## src/rtl/rvee_trap_pkg.sv

```systemverilog
// rvee_trap_pkg: shared FSM states, interrupt cause codes and priority order for the trap sequencer.
package rvee_trap_pkg;
  typedef enum logic [2:0] {IDLE, FLUSH, COMMIT, REDIRECT, MRET} state_t;
  localparam logic [3:0] IRQ_MSI = 4'd3;
  localparam logic [3:0] IRQ_MTI = 4'd7;
  localparam logic [3:0] IRQ_MEI = 4'd11;
  localparam logic [3:0] IRQ_PRIO [3] = '{IRQ_MEI, IRQ_MSI, IRQ_MTI};
  // Walk from lowest to highest priority so the highest pending cause wins.
  function automatic logic [3:0] irq_pick(input logic [15:0] pend);
    irq_pick = '0;
    for (int i = 2; i >= 0; i--) if (pend[IRQ_PRIO[i]]) irq_pick = IRQ_PRIO[i];
  endfunction
endpackage

```

## src/rtl/rvee_trap_sync.sv

```systemverilog
// rvee_sync: STAGES-deep single-bit synchronizer with asynchronous reset.
module rvee_sync #(
  parameter int STAGES = 2
) (
  input  logic clk,
  input  logic rst,
  input  logic d,
  output logic q
);
  logic [STAGES-1:0] r;
  always_ff @(posedge clk or posedge rst)
    if (rst) r <= '0;
    else r <= {r[STAGES-2:0], d};
  assign q = r[STAGES-1];
endmodule

```

## src/rtl/rvee_trap.sv

```systemverilog
// rvee_trap: arbitrates exceptions vs machine interrupts, flushes, strobes CSR trap entry and redirects fetch.
module rvee_trap
  import rvee_trap_pkg::*;
#(
  parameter int XLEN = 32,
  parameter int SYNC_STAGES = 2
) (
  input  logic            clk,
  input  logic            rst,
  input  logic            exc_valid,
  input  logic [3:0]      exc_cause,
  input  logic [XLEN-1:0] exc_pc,
  input  logic [XLEN-1:0] exc_tval,
  input  logic            exc_has_tval,
  input  logic            retire_valid,
  input  logic [XLEN-1:0] next_pc,
  input  logic            mret,
  input  logic            mie,
  input  logic            msie_en,
  input  logic            mtie_en,
  input  logic            meie_en,
  input  logic [XLEN-1:0] mtvec,
  input  logic [XLEN-1:0] mepc,
  input  logic            irq_msip,
  input  logic            irq_mtip,
  input  logic            irq_meip,
  output logic            flush_req,
  input  logic            flush_ack,
  output logic            exception,
  output logic            irq,
  output logic [XLEN-2:0] n_cause,
  output logic [XLEN-1:0] trap_pc,
  output logic            we_tval,
  output logic [XLEN-1:0] n_tval,
  output logic            mret_restore,
  output logic            redirect_valid,
  output logic [XLEN-1:0] redirect_pc,
  output logic            busy
);
  logic s_msip, s_mtip, s_meip;
  rvee_sync #(.STAGES(SYNC_STAGES)) u_msip (.clk(clk), .rst(rst), .d(irq_msip), .q(s_msip));
  rvee_sync #(.STAGES(SYNC_STAGES)) u_mtip (.clk(clk), .rst(rst), .d(irq_mtip), .q(s_mtip));
  rvee_sync #(.STAGES(SYNC_STAGES)) u_meip (.clk(clk), .rst(rst), .d(irq_meip), .q(s_meip));
  logic [15:0] pend;
  always_comb begin
    pend = '0;
    pend[IRQ_MSI] = s_msip & msie_en;
    pend[IRQ_MTI] = s_mtip & mtie_en;
    pend[IRQ_MEI] = s_meip & meie_en;
  end
  logic take_irq, take_trap;
  assign take_irq = retire_valid & mie & |pend;
  assign take_trap = exc_valid | (!mret & take_irq);
  state_t state, next;
  always_ff @(posedge clk or posedge rst)
    if (rst) state <= IDLE;
    else state <= next;
  always_comb begin
    next = IDLE;
    case (state)
      IDLE:    next = exc_valid ? FLUSH : mret ? MRET : take_irq ? FLUSH : IDLE;
      FLUSH:   next = flush_ack ? COMMIT : FLUSH;
      COMMIT:  next = REDIRECT;
      default: next = IDLE;
    endcase
  end
  logic            l_irq, l_we;
  logic [3:0]      l_cause;
  logic [XLEN-1:0] l_pc, l_tval;
  always_ff @(posedge clk or posedge rst)
    if (rst) begin
      l_irq <= 1'b0;
      l_we <= 1'b0;
      l_cause <= '0;
      l_pc <= '0;
      l_tval <= '0;
    end else if (state == IDLE && take_trap) begin
      l_irq <= !exc_valid;
      l_we <= 1'b1;
      l_cause <= exc_valid ? exc_cause : irq_pick(pend);
      l_pc <= exc_valid ? exc_pc : next_pc;
      l_tval <= (exc_valid && exc_has_tval) ? exc_tval : '0;
    end
  logic trap_act;
  always_comb begin
    trap_act = state inside {FLUSH, COMMIT, REDIRECT};
    flush_req = state == FLUSH;
    exception = state == COMMIT;
    we_tval = exception & l_we;
    irq = trap_act & l_irq;
    n_cause = trap_act ? (XLEN-1)'(l_cause) : '0;
    trap_pc = trap_act ? l_pc : '0;
    n_tval = trap_act ? l_tval : '0;
    mret_restore = state == MRET;
    redirect_valid = state == REDIRECT || state == MRET;
    redirect_pc = state == REDIRECT ? (mtvec & ~XLEN'(3)) : state == MRET ? mepc : '0;
    busy = state != IDLE;
  end
endmodule

```

## config.mk

```make
export PLATFORM = sky130hd
export DESIGN_NAME = rvee_trap
export DESIGN_NICKNAME = d
export VERILOG_FILES = /design/src/rtl/rvee_trap_pkg.sv /design/src/rtl/rvee_trap_sync.sv /design/src/rtl/rvee_trap.sv
export SDC_FILE = /design/constraint.sdc
export NUM_CORES = 1
export LEC_CHECK = 0
export CELL_PAD_IN_SITES_DETAIL_PLACEMENT = 0
export CELL_PAD_IN_SITES_GLOBAL_PLACEMENT = 1
export CORE_MARGIN = 2
export CORE_UTILIZATION = 27
export DETAILED_ROUTE_END_ITERATION = 6
export PLACE_DENSITY_LB_ADDON = 0.1
export SYNTH_ARGS = -nofsm -noshare
export SYNTH_HDL_FRONTEND = slang
export SYNTH_SLANG_ARGS = --single-unit
```

## constraint.sdc

```tcl
create_clock -name clk -period 6.81 [get_ports clk]
set_input_delay 1.362 -clock clk [delete_from_list [all_inputs] [get_ports clk]]
set_output_delay 1.362 -clock clk [all_outputs]
set_load 0.01 [all_outputs]
```

==> impl_metrics.yaml <==
setup_path:
  reg2reg_to: "l_pc[27]"
  required_ns: 5.45
  r2r_start: "state[2]"
  path_max_fanout: 32
  crit_type: "reg -> out"
  critPathArrivalTime_ns: 2.97
  critPathLaunchType: "flip-flop"
  worstRegToRegCells: 3
  crit_path_end_kind: "output pin"
  r2r_slack_ns: 4.40
timing:
  max_freq_ghz: 0.231
  setup_viol: 0
  rsz0062_at_grt: "no"
  finalHoldViolCount: 0
  period_minus_slack_ns: 4.33
  period_share_pct: 63.6
  worst_pin_slew_ns: 1.19
  finalSetupTns_ns: 0
  drv_slew: 0
  fin_skew_ns: 0.00639
  relSlewSlack_pct: 20.6
routing:
  drt-total-wl_um: 17600
  drc: 0
  drtIter0Drc: 169
  postRouteAntennaNets: 0
  vias: 4482
  vias_per_cell: 4.63
  wire_per_inst_um: 18.2
  firstDrtPassIters: 4
synthesis:
  synth_cell_types: 36
  ys_seq_area_share_pct: 42.7
  yosysMostFrequentCell: "dfrtp_1"
  netlist_instances: 488
  yosysWarnings: 0
  ys_top_cells_by_area: "dfrtp_1 (43%), and2_1 (9.6%), a22oi_2 (7.6%), mux2i_1 (6.9%), a22o_1 (5.7%)"
  ys_async_sr_fraction_pct: 100
  synth_ff_type: "dfrtp_1"
  synth_top_cell_by_area: "dfrtp_1"
  synth_area_per_cell_um2: 9.48
  synth_top_area_share_pct: 42.7
  synth_edf_count: 0
  syn-cell-area_um2: 4630
  synth-seq-cells: 79
  synthTopCellsByCount: "dfrtp_1 (79), and2_1 (71), nor2_1 (43)"
final_layout:
  drive_gt1_share_pct: 8.16
  final_nets: 921
  stdcell_count: 968
  fill_cells: 1577
  regArea_um2: 1980
  syn2layout_area_growth_pct: 68.8
  n_antenna_cell: 0
  multi_input_area_um2: 2360
die:
  start_util_pct: 27.8
  num_io_pins: 312
  fp.coreArea_um2: 16600
  die_w_um: 135
  die_y_um: 135
  rows: 47
  design.die.area_um2: 18200
clock_tree:
  cts_setup_buffers: 0
  ctsHoldBuffers: 0
  root_buffer: "clkbuf_16"
  numCtsBuffers: 9
  htree_levels: 3
  clk_path_buf_depth: 2
  cts_tree: "built"
  cts_resized: 0
  cts.sinks: 79
  clkTransAtPathRegs_ns: 0.06
  insertion_delay_ns: 0.34
pwr:
  power_density_nw_per_um2: 364
  p_leak_nw: 3.16
  peakVddDrop_mv: 0.157
grt:
  track_usage_pct: 19.0
  grt_overflow: 0
  grt_pass1_vias: 4545
  grt_pass1_wl_um: 26300
  grt_max_degree: 80
  antenna_found_initial: 0
placed_design:
  place.gp.congestion: 0.757
  hpwl_um: 12900
  dpl.cell_count: 952
  buffer_ports.inserted: 282
worst_hold_path:
  holdPathStages: 0
  holdPathEnd: "u_meip.r[1]"
  min_from: "u_meip.r[0]"
  hold_path.class: "reg -> reg"
flow_run:
  drv_cap: 0
status:
  status: "finished clean"
## critical path, stage by stage (launching register included)
cell and delay, ns:
dfrtp_1 0.45, nor2_1 0.30, and2_1 0.95, a22o_1 0.29
clkdlybuf4s50_1 0.64
## registers in the layout, summed over array words and instances (netlist names)
| register | count |
|---|---|
| l_we | 1 |
| u_meip.r | 2 |
| state | 3 |
| l_irq | 1 |
| l_pc | 32 |
| u_msip.r | 2 |
| l_cause | 4 |
| l_tval | 32 |
| u_mtip.r | 2 |
## routing by layer
| layer | track usage (%) | part of all wire (%) |
|---|---|---|
| met1 | 20.3 | 37 |
| met2 | 35.1 | 52 |
| met3 | 6.42 | 8.5 |
| met4 | 5.85 | 2.1 |
| met5 | 0 | 0 |
## cell type report
cell class	instances	area share (%)
clock inverters	3	0.833
well taps	220	3.52
multi-input cells	362	30.2
inverters	2	0.112
repair buffers	289	36.7
clock buffers	13	3.33
flip-flops and latches	79	25.3
## kinds of logic after synthesis
group	after synthesis	share of synthesized area [%]
buf+inv	73	8.95
compound gates	106	19.5
mux	33	7.16
other cells	1	0.0810
simple gates	196	21.6
flops	79	42.7
## layout by cell type, fill, tap and decap left out, types with 2 or more instances in the layout
cell type,n
clkdlybuf4s50_1,281
dfrtp_1,79
and2_1,71
nor2_1,41
nand2_1,35
nand3_1,32
mux2i_1,32
o21ai_0,30
a22o_1,30
a22oi_2,28
conb_1,27
clkbuf_16,9
buf_4,7
a22oi_1,5
a21oi_1,4
o21ai_1,3
nand3b_1,2
and3_1,2
nand2b_1,2
o21a_1,2
or2_2,2
clkinv_2,2
clkbuf_8,2
clkbuf_1,2
bufinv_16,2
## through the flow
| step | utilization, % | total power [W] | setup WS (ns) | area [µm²] | hold slack, ns |
|---|---|---|---|---|---|
| after floorplan | - | 0.00154 | 3.42 | 4730 | 0.331 |
| after global placement | 45.0 | 0.00233 | 2.86 | 7490 | 0.334 |
| after detailed placement | 45.0 | 0.00235 | 2.87 | 7490 | 0.335 |
| after CTS | 47.0 | 0.00290 | 2.47 | 7810 | 0.348 |
| after global routing | 47.0 | 0.00304 | 2.34 | 7810 | 0.367 |
| final | 47.0 | 0.00285 | 2.48 | 7810 | 0.348 |
## worst max path at each step
| stage | depth (start not counted) | slack [ns] | to | from |
|---|---|---|---|---|
| after detailed placement | 3 | 2.87 | redirect_pc[29] | mtvec[29] |
| after floorplan | 1 | 3.42 | l_cause[0] | rst |
| after CTS | 4 | 2.47 | redirect_pc[25] | state[0] |
| after global routing | 4 | 2.34 | redirect_pc[30] | state[0] |
| after global placement | 3 | 2.86 | redirect_pc[29] | mtvec[29] |
| final | 4 | 2.48 | redirect_pc[30] | state[0] |
## where the power goes
group          leakage [nW]  total (W)  internal [W]  switching (W)
Sequential            0.937   0.000774      0.000673       0.000101
Combinational          2.06    0.00154      0.000822       0.000722
Clock                 0.160   0.000530      0.000341       0.000189
(Power assumes the default switching activity.)
